$ cat src/rtl/tournament_update_ctrl.sv
// tournament_update_ctrl: queues branch-resolution updates and retires them as
// read-modify-writes of 2-bit counters. The table port is shared with lookups,
// and lookups have priority.
// Optional macro TOURN_UPD_STARVE_GUARD_EN: after STARVE_LIMIT blocked cycles,
// the next cycle that needs the port is granted to the update FSM.
module tournament_update_ctrl #(
   parameter int IDX_W        = 10,
   parameter int DEPTH        = 4,
   parameter int STARVE_LIMIT = 8
) (
   input  logic                         clock,
   input  logic                         reset,
   input  logic                         lookup_valid,
   input  logic [IDX_W-1:0]             lookup_idx,
   output logic                         lookup_ready,
   input  logic                         upd_valid,
   input  logic [IDX_W-1:0]             upd_idx,
   input  logic                         upd_taken,
   output logic                         upd_ready,
   output logic                         tbl_en,
   output logic                         tbl_we,
   output logic [IDX_W-1:0]             tbl_addr,
   output logic [1:0]                   tbl_wdata,
   input  logic [1:0]                   tbl_rdata,
   output logic [$clog2(DEPTH+1)-1:0]   pending,
   output logic                         busy
);
   localparam int PW = $clog2(DEPTH);
   localparam int CW = $clog2(DEPTH+1);
   localparam logic [CW-1:0] FULL = CW'(DEPTH);

   typedef enum logic [1:0] {S_IDLE, S_WAIT, S_WRITE} state_t;

   state_t            state_q;
   logic [1:0]        val_q, val_d;
   logic [IDX_W-1:0]  idx_q [DEPTH];
   logic              tkn_q [DEPTH];
   logic [PW-1:0]     wr_ptr_q, rd_ptr_q;
   logic [CW-1:0]     cnt_q;
   logic              push, pop, need_port, force_gnt, fsm_gnt;
   logic [IDX_W-1:0]  head_idx;
   logic              head_tkn;

   assign head_idx  = idx_q[rd_ptr_q];
   assign head_tkn  = tkn_q[rd_ptr_q];
   assign upd_ready = cnt_q != FULL;
   assign push      = upd_valid && upd_ready;
   assign need_port = (state_q == S_IDLE && cnt_q != '0) || state_q == S_WRITE;
   assign fsm_gnt   = need_port && !lookup_ready;
   assign pop       = fsm_gnt && state_q == S_WRITE;
   assign pending   = cnt_q;
   assign busy      = state_q != S_IDLE || cnt_q != '0;

`ifdef TOURN_UPD_STARVE_GUARD_EN
   localparam int SW = $clog2(STARVE_LIMIT+1);
   logic [SW-1:0] starve_q;
   assign force_gnt = need_port && starve_q >= SW'(STARVE_LIMIT);
   // Count cycles a lookup steals the port from pending work; any FSM grant clears it.
   always_ff @(posedge clock or posedge reset)
      if (reset) starve_q <= '0;
      else if (fsm_gnt) starve_q <= '0;
      else if (need_port && lookup_valid) starve_q <= starve_q + 1'b1;
`else
   assign force_gnt = 1'b0;
`endif

   assign lookup_ready = lookup_valid && !force_gnt;

   // Saturating counter step applied to the value read back in WAIT.
   always_comb begin
      val_d = tbl_rdata;
      if (head_tkn && tbl_rdata != 2'd3) val_d = tbl_rdata + 2'd1;
      if (!head_tkn && tbl_rdata != 2'd0) val_d = tbl_rdata - 2'd1;
   end

   // Port mux: lookup first, then the FSM read (IDLE) or write (WRITE), else quiet.
   always_comb begin
      tbl_en    = lookup_ready || fsm_gnt;
      tbl_we    = !lookup_ready && fsm_gnt && state_q == S_WRITE;
      tbl_addr  = lookup_ready ? lookup_idx : (fsm_gnt ? head_idx : '0);
      tbl_wdata = tbl_we ? val_q : 2'd0;
   end

   // FIFO payload storage; contents are meaningless while the slot is empty.
   always_ff @(posedge clock)
      if (push) begin
         idx_q[wr_ptr_q] <= upd_idx;
         tkn_q[wr_ptr_q] <= upd_taken;
      end

   // FIFO pointers and occupancy; pointers wrap naturally since DEPTH is a power of two.
   always_ff @(posedge clock or posedge reset)
      if (reset) begin
         wr_ptr_q <= '0;
         rd_ptr_q <= '0;
         cnt_q    <= '0;
      end else begin
         if (push) wr_ptr_q <= wr_ptr_q + 1'b1;
         if (pop) rd_ptr_q <= rd_ptr_q + 1'b1;
         cnt_q <= cnt_q + CW'(push) - CW'(pop);
      end

   // Read-modify-write sequencer: read head, capture new value, write it back and pop.
   always_ff @(posedge clock or posedge reset)
      if (reset) begin
         state_q <= S_IDLE;
         val_q   <= 2'd0;
      end else begin
         case (state_q)
            S_IDLE:  if (fsm_gnt) state_q <= S_WAIT;
            S_WAIT:  begin
               val_q   <= val_d;
               state_q <= S_WRITE;
            end
            S_WRITE: if (fsm_gnt) state_q <= S_IDLE;
            default: state_q <= S_IDLE;
         endcase
      end
endmodule
$ cat config.mk
export PLATFORM = sky130hd
export DESIGN_NAME = tournament_update_ctrl
export DESIGN_NICKNAME = d
export VERILOG_FILES = /design/src/rtl/tournament_update_ctrl.sv
export SDC_FILE = /design/constraint.sdc
export NUM_CORES = 1
export LEC_CHECK = 0
export BUFFER_PORTS_ARGS = -buffer_cell sky130_fd_sc_hd__buf_4
export CORE_ASPECT_RATIO = 0.7
export CORE_MARGIN = 1.5
export CORE_UTILIZATION = 35
export DETAILED_ROUTE_END_ITERATION = 16
export SYNTH_ARGS = -nofsm -noshare
export SYNTH_HDL_FRONTEND = slang
export SYNTH_SLANG_ARGS = --single-unit
$ cat constraint.sdc
create_clock -name clock -period 2.8 [get_ports clock]
set_input_delay 0.28 -clock clock [delete_from_list [all_inputs] [get_ports clock]]
set_output_delay 0.28 -clock clock [all_outputs]
set_load 0.005 [all_outputs]
* After elaboration in Yosys (flattened, before gate mapping) *
Memory sizes are Yosys's and may differ from the RTL's.
Cells that the tools add are included.

word-level totals
  register bits after elaboration = 11
  RAM bits = 44
  bits of input ports = 27
  output and inout bits = 20
  logic and storage cells = 47
  memories kept = 2

operators by class
  $add $sub $neg = 6
  equal/unequal tests = 6
  multiplexer cells = 10
  reductions and logical operators = 18

memories
  memory  words  bits a word  read ports  clocked after memory_dff  write ports  line  text
  idx_q   4      10           1           0                         1            36    logic [IDX_W-1:0] idx_q [DEPTH];
  tkn_q   4      1            1           0                         1            37    logic tkn_q [DEPTH];

operator list
  operator                                              count
  two-way mux 10 bit                                    2
  two-way mux 2 bit                                     5
  logical AND 1 bit                                     8
  adder 2 x 1 -> 2 bit (second input constant)          3
  != test 2 bit (second input constant)                 3
  case mux 2 bit (3 select lines)                       1
  nonzero test 2 bit                                    2
  adder 3 x 1 -> 3 bit                                  1
  logical OR 1 bit                                      3
  != test 3 bit (second input constant)                 1
  nonzero test 3 bit                                    1
  subtractor 3 x 1 -> 3 bit                             1
  equality test 2 x 1 -> 1 bit (second input constant)  1
  equality test 2 bit (second input constant)           1
  logical NOT 1 bit                                     2
  logical NOT 2 bit                                     1
  two-way mux 1 bit                                     2
  AND reduction 2 bit                                   1
  subtractor 2 x 1 -> 2 bit (second input constant)     1

* Depth between registers and ports, before layout *
Gate-level depths: netlist of the first run.

  depth after elaboration = 7
  depth in mapped cells = 10
  depth with buffers taken out = 10

* Worst setup path after synthesis of the first run *
Ideal clock, no wire load.

  path kind = register to register
  start point = register state_q[1]
  end point = register cnt_q[2], in the netlist pending[2]
  library setup time = 0.123 ns
  data arrival time = 1.964 ns
  data required time = 2.677 ns
  slack = 0.713 ns
  stages on the path, launching flop included = 9
  buffers on the path = 0
  period minus slack after synthesis = 2.087 ns
  cells stage by stage = dfrtp_1 inv_1 nor3_1 ha_1 inv_1 ha_1 fa_1 xnor2_1 xnor2_1

between the ends
  cells in the longest elaborated chain, start to end = 6
  elaborated cells between the ends (all ways) = 7
  those cells by class = 1 x add/sub; 1 x eq/ne; 5 x reduce/logical

RTL lines
  what                         line  text
  start: declaration           34    state_t state_q;
  start signal: assignment     106   state_q <= S_IDLE;
  start signal: assignment     110   S_IDLE: if (fsm_gnt) state_q <= S_WAIT;
  start signal: assignment     113   state_q <= S_WRITE;
  logical NOT 2 bit            48    assign need_port = (state_q == S_IDLE && cnt_q != '0) || state_q == S_WRITE;
  logical AND 1 bit            48
  logical OR 1 bit             48
  logical AND 1 bit            49    assign fsm_gnt = need_port && !lookup_ready;
  logical AND 1 bit *          50    assign pop = fsm_gnt && state_q == S_WRITE;
  subtractor 3 x 1 -> 3 bit *  100   cnt_q <= cnt_q + CW'(push) - CW'(pop);
  end signal: assignment       100
  end: declaration             39    logic [CW-1:0] cnt_q;

Mark *: on every way between the ends. The rest lies on a longest branch, timed or not.
A chain may end at the register's enable or synchronous reset.

* Final worst setup path of the first run *
  start point = register rd_ptr_q[0]
  end point = output port tbl_addr[9]

between the ends
  cells in the longest elaborated chain, start to end = 3

RTL lines
  what                             line  text
  start: declaration               38    logic [PW-1:0] wr_ptr_q, rd_ptr_q;
  start signal: assignment         99    if (pop) rd_ptr_q <= rd_ptr_q + 1'b1;
  memory (4 x 10 bit)              --
  two-way mux 10 bit (2 in a row)  80    tbl_addr = lookup_ready ? lookup_idx : (fsm_gnt ? head_idx : '0);
  end: declaration                 22    output logic [IDX_W-1:0] tbl_addr,

No other way between the ends.

==> flow_summary.toml, run 1 <==
[run_status]
run_status = "complete, no violations"

[synth]
synth_cell_type_count = 27
synth_edf_count = 44
ys_ff_latch = 55
yosysWarnings = 0
syn_inst = 157
syn_nets = 193
synth_area_um2 = 2420
asyncSetResetFlopFracSynth = 0.200
syn_area_per_cell_um2 = 15.4
seq_area_frac_synth = 0.661
synth_ff_type = "edfxtp_1"

[detailed_routing]
vias_per_cell = 4.59
antenna_left = 0
drt_wl_total_um = 4280
drtPass1Iterations = 5
first_iter_violations = 41
vias = 1387
drc = 0
avgRoutedWirePerCell_um = 14.2

[clock_network]
path_clk_slew_ns = 0.10
worstSkewPairLatency_ns = 0.31
cts_buffers = 5
cts_setup_buffers = 0
cts_resized = 0
cts_buffer_depth = 2
root_buffer = "clkbuf_8"
cts_tree = "done"
cts_max_level = 2
clkSinkCount = 55

[layout]
fillers = 589
areaGrowthSynthToFinish_pct = 22.6
drive_gt1_frac = 0.317
layout.cells.most_common = "buf_4"
nets = 243
num_antenna_cells = 0
layout_common_cells = "buf_4 (48), edfxtp_1 (44), nand2_1 (14)"

[grt]
globalRouteOverflowTotal = 0
grt_pass1_vias = 1300
grt_pass1_wl_um = 6510
grtUsageTotal = 0.122
antenna_found_initial = 0
grt_max_degree = 26

[placed_design]
portBuffers = 46
gp_congestion = 0.791
dp_hpwl_um = 3000

[timing]
min_period_ns = 2.32
maxSlewHeadroom = 0.585
fin_skew_ns = 0.00663
drv_slew = 0
setup_violations = 0
fmax_mhz = 431
hold_viol_final = 0
rsz0062_at_grt = "no"
worstMarginPinSlew_ns = 0.623
finalSetupTns_ns = 0
fin_crit_sh = 0.829

[critical_path]
crit_family = "flip-flops"
path_buf_inv = 2
crit_fanout = 8
worst-path-stages = 5
slowest_delay_ns = 0.62
r2r_cells = 10
end_kind = "output port"
path_class = "reg2out"
cpMostUsedCell = "buf_4"
critPathLaunchType = "flip-flop"
cp.arrival_ns = 2.04
critical_path_required_ns = 2.52
path_cells = "buf_4, mux4_1, nand2b_1, o21ai_0, buf_4"
crit_slowest_cell = "dfrtp_1"

[run]
cap_violations = 0

[die]
dieArea_um2 = 7420
core_area_um2 = 6730
ios = 47
row_count = 25
start_util = 0.359
die_w_um = 102
die_h_um = 72.5

[min_path]
hold_depth = 1
hold_class = "in2reg"

[power_and_ir_drop]
peakVddDrop_v = 0.000419
p_leak_nw = 1.17
fin_total_pwr_mw = 2.60
powerDensity_nw_per_um2 = 878
-- final timing paths --
path / start / endpoint / slack (ns)
worst min-delay path: upd_taken / tkn_q[3] / 0.16
worst min register to register: state_q[0] / state_q[0] / 0.54
worst max register to register: pending[0] / pending[2] / 0.68
min in group asynchronous: reset / rd_ptr_q[0] / 0.52
max in group asynchronous: reset / state_q[0] / 1.97
worst max-delay path: rd_ptr_q[0] / tbl_addr[9] / 0.48
-- worst reg2reg max path: stages, from the launching register on --
cell,delay (ns)
dfrtp_1,0.41
nor2_1,0.05
nand2_1,0.15
and2_1,0.21
inv_1,0.06
ha_1,0.26
inv_1,0.04
ha_1,0.18
fa_1,0.38
xnor2_1,0.18
xnor2_1,0.13
-- cell usage after synthesis, types with 2 or more instances --
cell	instances	area share
edfxtp_1	44	0.55
nand2_1	14	0.022
nand2b_1	12	0.031
dfrtp_1	11	0.11
o21ai_0	11	0.023
inv_1	10	0.016
mux4_2	10	0.093
ha_1	8	0.041
xnor2_1	5	0.018
and3_1	4	0.010
nor2_1	4	0.0062
and2_1	3	0.0078
clkbuf_1	3	0.0047
a21oi_1	2	0.0041
buf_4	2	0.0062
nand3b_1	2	0.0062
nor3_1	2	0.0041
-- repair_timing --
action / CTS / global route
hold buffers: 1 / 0
endpoints found under the setup margin: 0 / 0
hold endpoints to repair: 11 / 0
-- per-stage QoR --
step	util	hold slack (ns)	setup WS, ns	instances	instance area, um2
after floorplan	-	0.132	0.713	157	2420
after global placement	0.426	0.318	0.760	293	2860
after detailed placement	0.426	0.321	0.692	293	2860
after CTS	0.441	0.158	0.440	302	2960
after global routing	0.441	0.158	0.313	302	2960
final	0.441	0.164	0.479	302	2960
-- kinds of logic after synthesis --
group / count (synthesis) / synth area share
DFF: 55 / 0.661
and+or+nand+nor: 44 / 0.0948
buffers and inverters: 16 / 0.0285
AOI/OAI and AO/OA: 15 / 0.0342
muxes: 12 / 0.110
adders and majority gates: 9 / 0.0497
xor gates and xnor gates: 6 / 0.0218
-- state kept, by name (all words and copies together) (netlist names) --
name,flops
idx_q,40
tkn_q,4
pending,3
rd_ptr_q,2
state_q,2
val_q,2
wr_ptr_q,2
-- area by class of cell --
cell class	instances	area, um2	area share
Clock buffer	6	72.6	0.0245
Clock inverter	2	17.5	0.00591
Tap cell	94	118	0.0397
Sequential cell	55	1600	0.539
Multi-Input combinational cell	86	751	0.253
Timing Repair Buffer	49	370	0.125
Inverter	10	37.5	0.0127
-- layer usage --
metal | wire, um | vias up | global-route usage
li1 | - | 667 | -
met4 | 34 | 0 | 0.0457
met2 | 1960 | 39 | 0.176
met5 | 0 | - | 0
met3 | 266 | 4 | 0.0337
met1 | 2020 | 677 | 0.177
-- report_power, final --
part	switching (mW)	internal [mW]	leakage (nW)
registers	0.144	1.10	0.533
clock network	0.257	0.180	0.0454
logic	0.407	0.509	0.589
(Power assumes the default switching activity.)
==> run 2, diff against run 1 <==
--- a/config.mk
+++ b/config.mk
@@ -5,6 +5,7 @@
 export SDC_FILE = /design/constraint.sdc
 export NUM_CORES = 1
 export LEC_CHECK = 0
+export ABC_AREA = 1
 export BUFFER_PORTS_ARGS = -buffer_cell sky130_fd_sc_hd__buf_4
 export CORE_ASPECT_RATIO = 0.7
 export CORE_MARGIN = 1.5
==> constraint.sdc (replaced) <==
create_clock -name clock -period 2.3 [get_ports clock]
set_input_delay 0.23 -clock clock [delete_from_list [all_inputs] [get_ports clock]]
set_output_delay 0.23 -clock clock [all_outputs]
set_load 0.005 [all_outputs]
==> flow_summary.toml, run 2 <==
[synth]
synth_ff_type = "edfxtp_1"
synth_top_area_frac = 0.536
synth_edf_count = 44
syn_nets = 266
ys_top_cells_by_count = "nand2_1 (50), edfxtp_1 (44), nor2_1 (32)"
synth.most_common_cell = "nand2_1"
synth_cell_type_count = 22
synth_top_area_cell = "edfxtp_1"
synthSimpleGateAreaFrac = 0.159
seq_area_frac_synth = 0.648
synth.top_cells.by_area = "edfxtp_1 (54%), dfrtp_1 (11%), nand2_1 (7.6%), nor2_1 (4.9%), ha_1 (4.1%)"
synth_xor_xnor_area_share = 0.0178
synth_top_family_by_area = "simple AND/OR/NAND/NOR gates"
syn_inst = 230
ys_ff_latch = 55
yosysWarnings = 0
syn_area_per_cell_um2 = 10.7
synth_fa_ha_area_frac = 0.0487
synthMuxAreaShare = 0
asyncSetResetFlopFracSynth = 0.200
synth_compound_area_frac = 0.0701
synth_area_um2 = 2460

[layout]
regMostFlops = "idx_q"
drive_gt1_frac = 0.245
regArea_um2 = 1600
areaGrowthSynthToFinish_pct = 22.6
fillers = 644
num_antenna_cells = 0
multi_input_area_um2 = 729
layout_common_cells = "buf_4 (51), nand2_1 (50), edfxtp_1 (44)"
layout.cells.most_common = "buf_4"
fin_util = 0.445
largest_reg_flops = 40
nets = 317

[detailed_routing]
antenna_left = 0
vias_per_cell = 4.47
vias = 1679
drc = 0
avgRoutedWirePerCell_um = 13.0
first_iter_violations = 111
drt_wl_total_um = 4870
drtPass1Iterations = 4

[die]
start_util = 0.363
die_h_um = 73.2
core_area_um2 = 6790
row_count = 25
dieArea_um2 = 7560
ios = 47
die_w_um = 103

[power_and_ir_drop]
netSwitchingPower_mw = 1.25
internal_power_mw = 2.10
p_comb_frac = 0.398
powerDensity_nw_per_um2 = 1110
p_leak_nw = 1.30
p_sw_frac = 0.373
seqPwrFrac = 0.446
peakVddDrop_v = 0.000479
p_clk_frac = 0.156

[clock_network]
cts_buffers = 5
cts_setup_buffers = 0
cts_max_level = 2
worstSkewPairLatency_ns = 0.31
root_buffer = "clkbuf_8"
clkSinkCount = 55
cts_tree = "done"
path_clk_slew_ns = 0.10
cts_buffer_depth = 2

[timing]
setup_violations = 0
drv_slew = 0
min_period_ns = 1.97
worstMarginPinSlew_ns = 0.559
fmax_mhz = 507
hold_viol_final = 0
whs_ns = 0.106
maxSlewHeadroom = 0.627
rsz0062_at_grt = "no"
fin_skew_ns = 0.00669
finalSetupTns_ns = 0
fin_crit_sh = 0.858

[critical_path]
critPathLaunchType = "flip-flop"
r2r_cells = 9
cp.arrival_ns = 1.74
crit_fanout = 13
critical_path_required_ns = 2.07
end_kind = "output port"
path_class = "reg2out"

[grt]
globalRouteOverflowTotal = 0
grt_pass1_vias = 1564
grt_pass1_wl_um = 7710
antenna_found_initial = 0
grt_max_degree = 25
grtUsageTotal = 0.140

[min_path]
hold_class = "in2reg"
hold_depth = 1

[placed_design]
portBuffers = 46
dp_hpwl_um = 3310
gp_congestion = 0.715

[run_status]
run_status = "complete, no violations"

[run]
cap_violations = 0
run 2: changes by cell type after synthesis, moves of 5 or more:
cell      change
inv_2         +6
inv_1        +10
nand3_1       +6
o21ai_0       -9
o21ai_1      +19
nand2_1      +36
mux4_2       -10
nor2_1       +28
buf_2         +5
o22ai_1      +10
nand2b_1     -12
run 2: final cells by class:
type | count | area share
clock inverters | 3 | 0.00662
multi-input cells | 141 | 0.241
inverters | 26 | 0.0323
clock buffers | 5 | 0.0228
well taps | 94 | 0.0389
flip-flops and latches | 55 | 0.528
repair buffers | 52 | 0.130
run 2: timing repair:
action	in CTS	in global routing
gates resized for setup	0	0
hold buffers	1	0
endpoints found under the hold margin	11	0
run 2: kinds of logic (layout without fill, tap and decap cells):
kind of cell,count (synthesis),in the layout
AO/OA/AOI/OAI,32,32
XOR/XNOR,5,5
adder cells (fa/ha/maj),9,9
buffers and inverters,34,86
flip-flops,55,55
AND/OR/NAND/NOR,95,95
run 2: worst max-delay path, cell delays in order, from the launching register on:
cell	delay [ns]
dfrtp_1	0.71
inv_2	0.24
o21ai_0	0.15
o22ai_1	0.09
nand2_1	0.07
nand2_1	0.05
buf_4	0.12
run 2: final timing paths:
| kind | startpoint | to | slack, ns |
|---|---|---|---|
| hold reg to reg | val_q[0] | val_q[0] | 0.49 |
| setup reg to reg | state_q[1] | pending[2] | 0.40 |
| max in group asynchronous | reset | val_q[1] | 1.53 |
| min in group asynchronous | reset | wr_ptr_q[1] | 0.47 |
| setup / recovery | rd_ptr_q[1] | tbl_addr[0] | 0.33 |
| hold / removal | upd_idx[1] | idx_q[1][1] | 0.11 |
run 2: layer usage:
metal	GRT usage	part of all wire
met1	0.186	0.47
met2	0.219	0.46
met3	0.0412	0.058
met4	0.0541	0.016
met5	0	0
run 2: power groups by stage:
stage	combinational (mW)	clock (mW)	sequential (mW)
floorplan	0.899	0	1.47
CTS	1.35	0.538	1.49
finish	1.33	0.523	1.49
global route	1.52	0.569	1.52
detailed placement	1.34	0	1.52
global placement	1.34	0	1.51
run 2: per-stage QoR:
step | instance area (um2) | std cells | setup slack [ns] | total power, mW
floorplan | 2460 | 230 | 0.481 | 2.37
global placement | 2920 | 367 | 0.407 | 2.84
detailed placement | 2920 | 367 | 0.376 | 2.86
CTS | 3020 | 376 | 0.315 | 3.38
global route | 3020 | 376 | 0.220 | 3.61
finish | 3020 | 376 | 0.327 | 3.35
==> run 3, diff against run 2 <==
==> constraint.sdc (replaced) <==
create_clock -name clock -period 2.3 [get_ports clock]
set_input_delay 0.46 -clock clock [delete_from_list [all_inputs] [get_ports clock]]
set_output_delay 0.46 -clock clock [all_outputs]
set_load 0.005 [all_outputs]
==> flow_summary.toml, run 3 (synthesis results as in run 2) <==
[timing]
fmax_mhz = 476
min_period_ns = 2.10
fin_crit_sh = 0.914
maxSlewHeadroom = 0.639
fin_skew_ns = 0.00606
setup_violations = 0
worstMarginPinSlew_ns = 0.542
rsz0062_at_grt = "no"
layout_setup_ws_ns = 0.198
finalSetupTns_ns = 0
drv_slew = 0
hold_viol_final = 0

[clock_network]
clkSinkCount = 55
cts_tree = "done"
cts_resized = 0
worstSkewPairLatency_ns = 0.31
cts_buffers = 5
root_buffer = "clkbuf_8"
path_clk_slew_ns = 0.10
postCtsHoldBufs = 0
cts_buffer_depth = 2
cts_max_level = 2
cts_setup_buffers = 0

[critical_path]
end_kind = "output port"
path_class = "reg2out"
critPathLaunchType = "flip-flop"
cp.arrival_ns = 1.64
crit_fanout = 13
critical_path_required_ns = 1.84

[placed_design]
gp_congestion = 0.749
dpl-instance-area_um2 = 2930
pre_cts_ws_ns = 0.286
dp_hpwl_um = 3320
portBuffers = 46

[layout]
regArea_um2 = 1600
nets = 317
fillers = 657
num_antenna_cells = 0
layout.cells.most_common = "buf_4"
regMostFlops = "idx_q"
layout_common_cells = "buf_4 (52), nand2_1 (50), edfxtp_1 (44)"
largest_reg_flops = 40
drive_gt1_frac = 0.248
fin_area_um2 = 3030
areaGrowthSynthToFinish_pct = 22.7
multi_input_area_um2 = 729

[die]
start_util = 0.363
die_h_um = 73.2
ios = 47
dieArea_um2 = 7560
die_w_um = 103
row_count = 25
core_area_um2 = 6790

[detailed_routing]
antenna_left = 0
avgRoutedWirePerCell_um = 13.2
vias_per_cell = 4.52
vias = 1700
first_iter_violations = 96
drtPass1Iterations = 4
drt_wl_total_um = 4980
drc = 0

[grt]
grt_max_degree = 25
grtUsageTotal = 0.143
globalRouteOverflowTotal = 0
antenna_found_initial = 0
grt_pass1_wl_um = 7980
grt_pass1_vias = 1674

[run]
cap_violations = 0

[power_and_ir_drop]
powerDensity_nw_per_um2 = 1120
peakVddDrop_v = 0.000546
p_leak_nw = 1.31

[run_status]
run_status = "complete, no violations"

[min_path]
hold_class = "in2async"
run 3: worst max-delay path: stages, from the launching register on:
cell	delay (ns)
dfrtp_1	0.70
inv_4	0.15
o21ai_1	0.12
o22ai_1	0.08
nand2_1	0.06
nand2_1	0.08
buf_4	0.14
run 3: stage by stage:
| step | hold WS [ns] | util | cells | total power [mW] |
|---|---|---|---|---|
| finish | 0.139 | 0.446 | 376 | 3.39 |
| global route | 0.173 | 0.446 | 376 | 3.67 |
| CTS | 0.151 | 0.445 | 376 | 3.41 |
| detailed placement | 0.473 | 0.432 | 368 | 2.86 |
| global placement | 0.473 | 0.432 | 368 | 2.84 |
| floorplan | 0.312 | - | 230 | 2.37 |
run 3: per-layer routing:
metal | vias up | global-route usage | share of wire
met5 | - | 0 | 0
met4 | 0 | 0.0480 | 0.0090
met3 | 4 | 0.0402 | 0.051
met2 | 28 | 0.219 | 0.44
met1 | 802 | 0.197 | 0.50
li1 | 866 | - | -
run 3: worst paths after layout:
| path | depth (start not counted) | to | startpoint | slack [ns] |
|---|---|---|---|---|
| setup / recovery | 6 | tbl_addr[2] | rd_ptr_q[1] | 0.20 |
| min in group clock | 1 | idx_q[3][1] | upd_idx[1] | 0.34 |
| hold reg to reg | 2 | val_q[1] | val_q[1] | 0.50 |
| setup reg to reg | 8 | pending[2] | pending[1] | 0.42 |
| max in group asynchronous | 2 | pending[1] | reset | 1.85 |
| hold / removal | 2 | state_q[0] | reset | 0.14 |
run 3: final cells by class:
type                            count  share of cell area
Multi-Input combinational cell    141               0.241
Clock buffer                        5              0.0227
Clock inverter                      3             0.00744
Timing Repair Buffer               52               0.129
Inverter                           26              0.0331
Tap cell                           94              0.0389
Sequential cell                    55               0.528
run 3: report_power, final:
group	leakage (nW)	switching, mW	internal [mW]
clock network	0.0489	0.330	0.221
registers	0.534	0.149	1.34
logic	0.723	0.793	0.549
